[src/rtl/muldiv_pkg.sv]
// rtl/muldiv_pkg.sv - shared op codes, FSM encoding and width default for the RV32M sequencer
// Purpose: funct3 op codes, sequencer state encoding, default XLEN.
// Ports: none (package).
package muldiv_pkg;

    localparam int XLEN_DEF = 32;

    typedef enum logic [2:0] {
        F3_MUL    = 3'b000,
        F3_MULH   = 3'b001,
        F3_MULHSU = 3'b010,
        F3_MULHU  = 3'b011,
        F3_DIV    = 3'b100,
        F3_DIVU   = 3'b101,
        F3_REM    = 3'b110,
        F3_REMU   = 3'b111
    } funct3_e;

    typedef enum logic [2:0] {
        S_IDLE = 3'd0,
        S_PREP = 3'd1,
        S_CALC = 3'd2,
        S_FIX  = 3'd3,
        S_DONE = 3'd4
    } state_e;

    // All divide/remainder ops have funct3[2] set.
    function automatic logic is_div_op(input logic [2:0] f3);
        return f3[2];
    endfunction

endpackage

[src/rtl/muldiv_if.sv]
// rtl/muldiv_if.sv - EX-stage handshake bundle between pipeline and muldiv sequencer
// Purpose: groups op request, operands, stall/done status and result.
// Ports (signals): start_E, flush_E, funct3_E, op_a_E, op_b_E (pipeline -> sequencer);
//                  busy, stall_req, done, result (sequencer -> pipeline).
// Modports: master (pipeline side), slave (sequencer side).
interface muldiv_if #(
    parameter int XLEN = 32
);
    logic            start_E;
    logic            flush_E;
    logic [2:0]      funct3_E;
    logic [XLEN-1:0] op_a_E;
    logic [XLEN-1:0] op_b_E;
    logic            busy;
    logic            stall_req;
    logic            done;
    logic [XLEN-1:0] result;

    modport master (
        output start_E, flush_E, funct3_E, op_a_E, op_b_E,
        input  busy, stall_req, done, result
    );

    modport slave (
        input  start_E, flush_E, funct3_E, op_a_E, op_b_E,
        output busy, stall_req, done, result
    );
endinterface

[src/rtl/muldiv_step.sv]
// rtl/muldiv_step.sv - one radix-2 iteration: shift-add multiply or restoring-divide step
// Purpose: purely combinational; the sequencer owns all registers.
// Ports: i_div (1 = divide step), i_acc (acc / partial remainder), i_lo (multiplier / quotient),
//        i_op (multiplicand / divisor), o_acc, o_lo (next acc / lo).
module muldiv_step #(
    parameter int XLEN = 32
) (
    input  logic            i_div,
    input  logic [XLEN-1:0] i_acc,
    input  logic [XLEN-1:0] i_lo,
    input  logic [XLEN-1:0] i_op,
    output logic [XLEN-1:0] o_acc,
    output logic [XLEN-1:0] o_lo
);
    logic [XLEN:0] w_sum;
    logic [XLEN:0] w_sh;
    logic [XLEN:0] w_diff;
    logic          w_borrow;

    // Multiply: add multiplicand on lsb of multiplier, then shift {carry,acc,lo} right.
    assign w_sum = {1'b0, i_acc} + (i_lo[0] ? {1'b0, i_op} : '0);

    // Divide: shift {rem,quot} left, trial-subtract divisor. Partial remainder stays
    // below the divisor, so bit XLEN of the difference is exactly the borrow.
    assign w_sh     = {i_acc, i_lo[XLEN-1]};
    assign w_diff   = w_sh - {1'b0, i_op};
    assign w_borrow = w_diff[XLEN];

    always_comb begin
        o_acc = w_sum[XLEN:1];
        o_lo  = {w_sum[0], i_lo[XLEN-1:1]};
        if (i_div) begin
            o_acc = w_borrow ? w_sh[XLEN-1:0] : w_diff[XLEN-1:0];
            o_lo  = {i_lo[XLEN-2:0], ~w_borrow};
        end
    end
endmodule

[src/rtl/muldiv_seq.sv]
// rtl/muldiv_seq.sv - iterative RV32M multiply/divide sequencer for the EX stage
// Purpose: accepts one M op, runs XLEN shift-add / restoring-divide iterations, stalls F/D/E.
// Ports: clk, rst (sync active-high); bus (muldiv_if.slave): start_E, flush_E, funct3_E,
//        op_a_E, op_b_E in; busy, stall_req, done, result out.
// Config: MULDIV_EARLY_OUT_EN - skip the loop for divide-by-zero and multiply by zero.
module muldiv_seq
    import muldiv_pkg::*;
#(
    parameter int XLEN  = XLEN_DEF,
    parameter int CNT_W = $clog2(XLEN)
) (
    input  logic   clk,
    input  logic   rst,
    muldiv_if.slave bus
);
    state_e          r_state, w_next;
    funct3_e         r_f3;
    logic [XLEN-1:0] r_a, r_b;       // original operands, kept for special cases
    logic [XLEN-1:0] r_acc, r_lo;    // {acc,lo}: product, or {remainder,quotient}
    logic [XLEN-1:0] r_op;           // multiplicand or divisor magnitude
    logic            r_neg;          // final result must be negated
    logic [CNT_W-1:0] r_cnt;
    logic [XLEN-1:0] r_result;

    logic            w_div, w_a_neg, w_b_neg, w_div0, w_ovf, w_early;
    logic [XLEN-1:0] w_a_mag, w_b_mag, w_acc_nx, w_lo_nx, w_hi_neg, w_fix_res;
    localparam logic [XLEN-1:0] MIN_NEG = {1'b1, {(XLEN-1){1'b0}}};

    assign w_div = is_div_op(r_f3);
    // Signed a: MULH, MULHSU, DIV, REM. Signed b: MULH, DIV, REM.
    assign w_a_neg = r_a[XLEN-1] && (r_f3 == F3_MULH || r_f3 == F3_MULHSU ||
                                     r_f3 == F3_DIV  || r_f3 == F3_REM);
    assign w_b_neg = r_b[XLEN-1] && (r_f3 == F3_MULH || r_f3 == F3_DIV || r_f3 == F3_REM);
    assign w_a_mag = w_a_neg ? -r_a : r_a;
    assign w_b_mag = w_b_neg ? -r_b : r_b;
    assign w_div0  = (r_b == '0);
    assign w_ovf   = (r_f3 == F3_DIV || r_f3 == F3_REM) && r_a == MIN_NEG && r_b == '1;

    // High half of -{acc,lo}: carry into the high word only when the low word is zero.
    assign w_hi_neg = ~r_acc + {{(XLEN-1){1'b0}}, (r_lo == '0)};

    muldiv_step #(.XLEN(XLEN)) u_step (
        .i_div (w_div),
        .i_acc (r_acc),
        .i_lo  (r_lo),
        .i_op  (r_op),
        .o_acc (w_acc_nx),
        .o_lo  (w_lo_nx)
    );

    always_comb begin
        w_fix_res = r_lo;
        case (r_f3)
            F3_MUL:                       w_fix_res = r_lo;
            F3_MULH, F3_MULHSU, F3_MULHU: w_fix_res = r_neg ? w_hi_neg : r_acc;
            F3_DIV, F3_DIVU:              w_fix_res = w_div0 ? '1 : w_ovf ? MIN_NEG :
                                                      (r_neg ? -r_lo : r_lo);
            F3_REM, F3_REMU:              w_fix_res = w_div0 ? r_a : w_ovf ? '0 :
                                                      (r_neg ? -r_acc : r_acc);
            default:                      w_fix_res = r_lo;
        endcase
    end

`ifdef MULDIV_EARLY_OUT_EN
    logic [XLEN-1:0] w_early_res;
    assign w_early     = w_div ? w_div0 : (r_a == '0 || w_div0);
    assign w_early_res = w_div ? (r_f3[1] ? r_a : '1) : '0;
`else
    assign w_early = 1'b0;
`endif

    always_comb begin
        w_next        = r_state;
        bus.stall_req = 1'b0;
        case (r_state)
            S_IDLE: begin
                bus.stall_req = bus.start_E & ~bus.flush_E;
                if (bus.start_E && !bus.flush_E) w_next = S_PREP;
            end
            S_PREP: begin
                bus.stall_req = 1'b1;
                w_next        = w_early ? S_DONE : S_CALC;
            end
            S_CALC: begin
                bus.stall_req = 1'b1;
                if (r_cnt == CNT_W'(XLEN-1)) w_next = S_FIX;
            end
            S_FIX: begin
                bus.stall_req = 1'b1;
                w_next        = S_DONE;
            end
            default: w_next = S_IDLE;
        endcase
        if (bus.flush_E) w_next = S_IDLE;
    end

    assign bus.busy   = (r_state != S_IDLE);
    assign bus.done   = (r_state == S_DONE);
    assign bus.result = r_result;

    always_ff @(posedge clk) begin
        if (rst) begin
            r_state  <= S_IDLE;
            r_f3     <= F3_MUL;
            r_a      <= '0;
            r_b      <= '0;
            r_acc    <= '0;
            r_lo     <= '0;
            r_op     <= '0;
            r_neg    <= 1'b0;
            r_cnt    <= '0;
            r_result <= '0;
        end else begin
            r_state <= w_next;
            case (r_state)
                S_IDLE: if (bus.start_E) begin
                    r_f3 <= funct3_e'(bus.funct3_E);
                    r_a  <= bus.op_a_E;
                    r_b  <= bus.op_b_E;
                end
                S_PREP: begin
                    r_lo  <= w_div ? w_a_mag : w_b_mag;
                    r_op  <= w_div ? w_b_mag : w_a_mag;
                    r_acc <= '0;
                    r_cnt <= '0;
                    // REM/REMU follow the dividend's sign; everything else a^b.
                    r_neg <= (r_f3[2] && r_f3[1]) ? w_a_neg : (w_a_neg ^ w_b_neg);
                end
                S_CALC: begin
                    r_acc <= w_acc_nx;
                    r_lo  <= w_lo_nx;
                    r_cnt <= r_cnt + 1'b1;
                end
                default: ;
            endcase
            // A flush forces w_next to IDLE, so the result only moves on a real completion.
            if (w_next == S_DONE) begin
`ifdef MULDIV_EARLY_OUT_EN
                r_result <= (r_state == S_PREP) ? w_early_res : w_fix_res;
`else
                r_result <= w_fix_res;
`endif
            end
        end
    end
endmodule
[src/flat_wrapper.sv]
// flat-port wrapper written by rule: the top's interface ports become plain ports
module muldiv_seq_flat import muldiv_pkg::*;
#(
    parameter int XLEN  = XLEN_DEF,
    parameter int CNT_W = $clog2(XLEN)
)
  (clk, rst, bus_start_E, bus_flush_E, bus_funct3_E, bus_op_a_E, bus_op_b_E, bus_busy, bus_stall_req, bus_done, bus_result);
  muldiv_if #(.XLEN(XLEN)) bus_i ();
  input  logic clk;
  input  logic rst;
  input wire logic [$bits(bus_i.start_E)-1:0] bus_start_E;
  input wire logic [$bits(bus_i.flush_E)-1:0] bus_flush_E;
  input wire logic [$bits(bus_i.funct3_E)-1:0] bus_funct3_E;
  input wire logic [$bits(bus_i.op_a_E)-1:0] bus_op_a_E;
  input wire logic [$bits(bus_i.op_b_E)-1:0] bus_op_b_E;
  output wire logic [$bits(bus_i.busy)-1:0] bus_busy;
  output wire logic [$bits(bus_i.stall_req)-1:0] bus_stall_req;
  output wire logic [$bits(bus_i.done)-1:0] bus_done;
  output wire logic [$bits(bus_i.result)-1:0] bus_result;
  assign bus_i.start_E = bus_start_E;
  assign bus_i.flush_E = bus_flush_E;
  assign bus_i.funct3_E = bus_funct3_E;
  assign bus_i.op_a_E = bus_op_a_E;
  assign bus_i.op_b_E = bus_op_b_E;
  assign bus_busy = bus_i.busy;
  assign bus_stall_req = bus_i.stall_req;
  assign bus_done = bus_i.done;
  assign bus_result = bus_i.result;
  muldiv_seq #(.XLEN(XLEN), .CNT_W(CNT_W)) u_core (.clk(clk), .rst(rst), .bus(bus_i));
endmodule
[config.mk]
export PLATFORM = sky130hd
export DESIGN_NAME = muldiv_seq_flat
export DESIGN_NICKNAME = d
export VERILOG_FILES = /design/src/rtl/muldiv_pkg.sv /design/src/rtl/muldiv_if.sv /design/src/rtl/muldiv_step.sv /design/src/rtl/muldiv_seq.sv /design/src/flat_wrapper.sv
export SDC_FILE = /design/constraint.sdc
export NUM_CORES = 1
export LEC_CHECK = 0
export BUFFER_PORTS_ARGS = -buffer_cell sky130_fd_sc_hd__buf_2
export CORE_ASPECT_RATIO = 1.2
export CORE_MARGIN = 3
export CORE_UTILIZATION = 30
export CTS_BUF_LIST = sky130_fd_sc_hd__clkbuf_8
export DETAILED_ROUTE_END_ITERATION = 6
export PLACE_DENSITY = 0.46
export SLEW_MARGIN = 10
export SYNTH_ARGS = -nofsm -noshare
export SYNTH_HDL_FRONTEND = slang
export SYNTH_SLANG_ARGS = --single-unit
[constraint.sdc]
create_clock -name clk -period 4.5 [get_ports clk]
set_input_delay 0 -clock clk [delete_from_list [all_inputs] [get_ports clk]]
set_output_delay 0 -clock clk [all_outputs]
set_load 0.02 [all_outputs]
* After elaboration in Yosys (flattened, before gate mapping) *
Index checks and enable logic that the tools add are counted.
W data, S select, Z words.

cells by class
  add/sub/neg operators = 8
  equality and inequality tests = 15
  mux-type cells = 25
  bitwise operators = 5
  reductions and logical operators = 24

operators with widths
  operator                number
  $mux W32                15
  $neg A32 Y32            4
  $pmux W32 S2            2
  $pmux W32 S4            1
  $eq A32 B32 Y1 const B  2
  $logic_not A32 Y1       2
  $add A32 B33 Y33        1
  $sub A33 B32 Y33        1
  $add A32 B1 Y32         1
  $not A32 Y32            1
  $eq A3 B3 Y1 const B    6
  $eq A3 B2 Y1 const B    4
  $pmux W3 S4             1
  $pmux W5 S2             1
  $mux W3                 3
  $eq A3 B1 Y1 const B    2
  $logic_and A1 B1 Y1     6
  $logic_not A3 Y1        2
  $logic_or A1 B1 Y1      6
  $reduce_or A3 Y1        2
  $add A5 B1 Y5 const B   1
  $eq A5 B5 Y1 const B    1
  $reduce_or A2 Y1        2
  $reduce_bool A3 Y1      1
  8 further kinds         9

storage, ports and cells
  register bits = 204
  input bits = 71
  logic and storage cells = 87

* Longest topological paths before layout *
  word-level depth = 8
  depth in mapped cells = 19
  gate-level depth less buffers = 17

* Cells and area by module *
Synthesis repeated with hierarchy kept, for this count alone.

unflattened totals
  cells, all modules = 2364
  area total of the unflattened synthesis = 17354.1 um^2

by module, submodules not included
  module       instances  cells each  area an instance (um^2)  sequential area each (um^2)
  muldiv_seq   1          1688        12675.9                  4083.9
  muldiv_step  1          676         4678.2                   0.0

* Worst setup path after synthesis *
OpenSTA, ideal clock, no wires.

  kind = register to register
  start point = reg u_core.r_lo[11]
  end point = reg u_core.r_result[22] (netlist: u_core.bus.result[22])
  arrival time = 4.184 ns
  setup slack = 0.184 ns
  cell stages (with the launch flop) = 19
  buffers on the path = 1
  clock period less this slack = 4.316 ns
  path through = dfxtp_1 buf_6 or4_4 or2_4 or4_4 nand2b_4 or3_4 nor4_1 ha_1 nand2b_1 nor2_1 a41oi_1 a21oi_1 xnor2_1 or3_1 a22oi_1 a21oi_1 o21ai_0 a21oi_1

between the ends
  longest elaborated chain between the ends = 5
  elaborated cells on any way between the ends = 8

RTL lines
  item                                                     line               RTL
  start: declaration                                       muldiv_seq.sv:19   logic [XLEN-1:0] r_acc, r_lo;
  start signal: assignment                                 muldiv_seq.sv:122  r_lo <= w_div ? w_a_mag : w_b_mag;
  start signal: assignment                                 muldiv_seq.sv:131  r_lo <= w_lo_nx;
  branches (longest 4 deep; another with $add A32 B1 Y32)  --
  $pmux W32 S4 *                                           muldiv_seq.sv:53   case (r_f3)
  end signal: assignment                                   muldiv_seq.sv:141  r_result <= w_fix_res;
  end: declaration                                         muldiv_seq.sv:23   logic [XLEN-1:0] r_result;

Mark *: on every way between the ends.
A chain may end at the register's enable or synchronous reset.

* Final worst setup path *
Same ends and word-level chain as after synthesis.

==> impl_summary.md <==
Status
The run finished with clean final reports.

Yosys
The register bit total from synthesis is 204. The mapped netlist covers 16500 um^2. The commonest register cell after synthesis is sky130_fd_sc_hd__dfxtp_1. Of the total synthesized cell area, the portion taken by AND, OR, NAND and NOR gates is 0.219. The share of the synthesized area in compound gates (AO/OA/AOI/OAI) was 0.276. The mux cell area share after synthesis is 0.0376. Of all flip-flops after synthesis, the portion carrying an async set or reset was 0. After synthesis, the largest family of logic cells by area is compound AO/OA/AOI/OAI gates. Summed over all instances, the cell type with the most area after synthesis is sky130_fd_sc_hd__dfxtp_1. The share of synthesized area in the top cell type comes to 0.248. The number of nets in the synthesized netlist is 2448. Of the synthesized area, sequential elements account for 0.248.

Counting flops with a built-in enable in the synthesized netlist gives 0. The cell count after synthesis came out at 2302. Each instance of the synthesized netlist takes up on average 7.16 um^2. The commonest cells after synthesis are sky130_fd_sc_hd__nand2_1, sky130_fd_sc_hd__a21oi_1, sky130_fd_sc_hd__nor2_1. In the post-synthesis netlist, the cell with the most instances is sky130_fd_sc_hd__nand2_1. Ranked by total cell area, the synthesized netlist is headed by sky130_fd_sc_hd__dfxtp_1, sky130_fd_sc_hd__a21oi_1, sky130_fd_sc_hd__nand2_1. Of the total synthesized cell area, the portion taken by full adders, half adders and majority gates is 0.0578. The unique cell type count in the Yosys netlist is 76.

During synthesis, Yosys emitted a total of 0 warnings. The XOR/XNOR share of the synthesized area is 0.104.

Global routing
The final global-route overflow total is 0. The initial antenna violation count came to 1. The via count of the first global-routing pass is 17400. The first global-routing pass estimated 108000 um of wire.

The largest net degree at the start of global routing is 75. Across every metal layer, demand over resource in global routing totals 0.240.

Die
Measured along the x axis, the die boundary spans 220 um. The die covers 57800 um^2. The number of ports placed on the die boundary is 106. The initial core utilization is 0.305. In this run the standard cell core region covers 54000 um^2.

From bottom edge to top edge, the die measures 263 um. The count of standard-cell rows is 93.

CTS
TritonCTS built the clock tree. The clock root buffer is sky130_fd_sc_hd__clkbuf_8. CTS built an H-tree with a depth of 2. The clock tree buffer depth is 3. In this run, CTS created clock tree buffers numbering 40. The number of setup buffers added after CTS is 0. The clock input transition at the sequential cells of the worst setup and hold paths is 0.06 ns. For the worst-skew pair, the clock arrives at the later sink with an insertion delay of 0.60 ns. Clock tree synthesis found a total of 204 sinks.

Critical path
The worst register-to-register path ends at u_core.bus.result[22]. STA classifies the critical path startpoint as a flip-flop. Along the worst path, the maximum fanout reaches 5. In this run the critical register-to-register path is launched from u_core.r_lo[11]. STA classifies the critical path endpoint as a flip-flop. The worst path arrival time is 4.67 ns. In this run the worst setup path begins at u_core.r_lo[11]. Across all register-to-register paths, the minimum setup slack is 0.26 ns. The cell count of the worst reg-to-reg path is 17. STA puts the critical path data required time at 4.93 ns.

The end point of the critical path is u_core.bus.result[22]. By startpoint and endpoint, the worst setup path is classified as flip-flop to flip-flop.

STA
The worst slew margin relative to its limit is 0.369. The number of endpoints with negative hold slack in the final report is 0. The max-slew violation count is 0. The worst path in the final design needs a cycle of 4.24 ns, including I/O delays and setup.

The highest clock frequency the design can meet is 236 MHz. Hold is met by 0.137 ns. The setup skew after layout is 0.0321 ns. For the pin with the worst max-slew slack, the measured transition is 0.943 ns. Setup repair after global routing left no endpoint under its margin.

The final count of negative-setup-slack endpoints is 0. Of the available clock period, the critical path in the final layout requires 0.941. The total negative slack is 0 ns.

Cells and area
The proportion of layout cells with a drive suffix above 1 is 0.124. The share of the core filled with cells in the final layout is 0.362. The net count of the finished layout is 2568. The area growth from synthesis to layout is 18.5%. The count of cells in the finished layout, fillers not included, comes to 3164.

Placement
The final estimated routing congestion in global placement is 0.981. The HPWL after detailed placement is 54100 um. The count of placed standard cells including taps is 3022. Input and output buffers added on the ports amount to 105.

Hold path
The start point of the worst min-delay path is bus_start_E. The kind of path behind the tightest hold check is input pin to flip-flop.

Route
Detailed routing inserted a total of 17600 vias. The via density per instance is 5.57. The violation count after the first detailed-route iteration is 1344. The detailed-routing iteration count for the pre-antenna-repair pass is 6. The routed length per placed instance is 22.3 um. The total detailed-routing wirelength is 70600 um.

The number of DRC violations after detailed routing is 0. Once detail routing completed, the nets flagged for antenna violations numbered 0.

Job
The tool flagged a number of max-cap violations equal to 0.

Pwr
In this run the power density over the cells is 285 nW/um^2. For this design the static power due to leakage is 7.65 nW. The largest voltage drop on the vdd net is 0.219 mV.
==> stage by stage <==
stage	setup WS (ns)	area (um^2)	power [mW]
after CTS	0.0235	19500	5.60
after global routing	0.0305	19500	5.82
final	0.265	19500	5.56
after detailed placement	0.0722	17900	3.26
after global placement	0.145	17900	3.25
after floorplan	0.184	16500	2.83
==> state kept, by name, summed over array words and instances, names as in the netlist <==
register,cells
u_core.bus.result,32
u_core.r_a,32
u_core.r_acc,32
u_core.r_b,32
u_core.r_cnt,5
u_core.r_f3,3
u_core.r_lo,32
u_core.r_neg,1
u_core.r_op,32
u_core.r_state,3
==> cell families (layout without fill, tap and decap cells) <==
kind of cell,Yosys count,after routing
flip-flops,204,204
buffers and inverters,249,398
other,0,1
XOR/XNOR,196,196
multiplexers,60,60
adder cells (fa/ha/maj),75,75
AND/OR/NAND/NOR,802,802
AO/OA/AOI/OAI,716,716
==> where the power goes <==
group / internal (mW) / switching [mW] / leakage, nW / total [mW]
Combinational: 0.532 / 0.796 / 5.48 / 1.33
Sequential: 1.86 / 0.101 / 1.66 / 1.96
Clock: 1.36 / 0.906 / 0.517 / 2.27
==> how the worst min path moves through the flow <==
stage / to / slack [ns] / cells after the start
after floorplan: u_core.r_state[0] / 0.08 / 1
after global placement: u_core.r_state[0] / 0.22 / 2
after detailed placement: u_core.r_state[0] / 0.22 / 2
after CTS: u_core.r_state[1] / 0.13 / 3
after global routing: u_core.r_a[28] / 0.17 / 4
final: u_core.r_a[30] / 0.14 / 5
==> worst max-delay path, stage by stage (launching register included) <==
cell,delay [ns]
sky130_fd_sc_hd__dfxtp_1,0.31
sky130_fd_sc_hd__or4_4,0.54
sky130_fd_sc_hd__or2_4,0.26
sky130_fd_sc_hd__or4_4,0.43
sky130_fd_sc_hd__nand2b_4,0.16
sky130_fd_sc_hd__or3_4,0.36
sky130_fd_sc_hd__nor4_4,0.20
sky130_fd_sc_hd__ha_1,0.21
sky130_fd_sc_hd__nand2b_1,0.13
sky130_fd_sc_hd__nor2_1,0.15
sky130_fd_sc_hd__a41oi_1,0.19
sky130_fd_sc_hd__a21oi_1,0.21
sky130_fd_sc_hd__xnor2_1,0.08
sky130_fd_sc_hd__or3_1,0.30
sky130_fd_sc_hd__a22oi_1,0.22
sky130_fd_sc_hd__a21oi_1,0.09
sky130_fd_sc_hd__o21ai_0,0.16
sky130_fd_sc_hd__a21oi_1,0.08
==> routing by layer <==
| layer | wire length (um) | global-route usage |
|---|---|---|
| met4 | 4540 | 0.135 |
| met1 | 29500 | 0.302 |
| met2 | 32800 | 0.395 |
| met5 | 0 | 0 |
| met3 | 3840 | 0.0274 |
==> area by class of cell <==
type                    count  area, um^2
multi-input cells        1849       11500
flip-flops and latches    204        4090
fillers                  5830       34400
repair buffers            254        1840
clock inverters            20         245
diodes                      1        2.50
inverters                  73         274
well taps                 712         891
clock buffers              51         702
==> cells in the final DEF, fill, tap and decap left out, types with 15 or more instances in the layout <==
cell type                       Yosys  routed
sky130_fd_sc_hd__mux2_2            15      15
sky130_fd_sc_hd__buf_2              6     104
sky130_fd_sc_hd__o21a_1            17      17
sky130_fd_sc_hd__o31ai_1           27      27
sky130_fd_sc_hd__o41ai_1           20      20
sky130_fd_sc_hd__nand2b_1          25      25
sky130_fd_sc_hd__nand2_1          322     320
sky130_fd_sc_hd__a221oi_1          28      28
sky130_fd_sc_hd__mux2i_1           45      45
sky130_fd_sc_hd__nor4_1            26      25
sky130_fd_sc_hd__ha_1              73      73
sky130_fd_sc_hd__a31oi_1           23      23
sky130_fd_sc_hd__a21oi_1          259     259
sky130_fd_sc_hd__a22oi_1           16      16
sky130_fd_sc_hd__nor2_1           235     234
sky130_fd_sc_hd__nand3_1           36      36
sky130_fd_sc_hd__dfxtp_1          204     202
sky130_fd_sc_hd__o21ai_0          112     112
sky130_fd_sc_hd__dlygate4sd3_1      0      70
sky130_fd_sc_hd__o211ai_1          35      35
sky130_fd_sc_hd__a211oi_1          55      55
sky130_fd_sc_hd__o22ai_1           29      29
sky130_fd_sc_hd__and3_1            15      15
sky130_fd_sc_hd__buf_4              1      78
sky130_fd_sc_hd__a21o_1            18      18
sky130_fd_sc_hd__xor2_1            74      73
sky130_fd_sc_hd__nor3_1            43      41
sky130_fd_sc_hd__clkbuf_8           0      51
sky130_fd_sc_hd__inv_1             72      78
sky130_fd_sc_hd__xnor2_1          122     122
sky130_fd_sc_hd__or4_1             16      16
sky130_fd_sc_hd__o221ai_1          26      26
==> timing repair <==
item                                   4_1_cts  5_1_grt
endpoints found under the hold margin       96        0
setup endpoints to repair                    0       15
hold buffers                                70        0
gates resized for setup                      0        2
No activity file was read; power rests on OpenSTA's default activity.
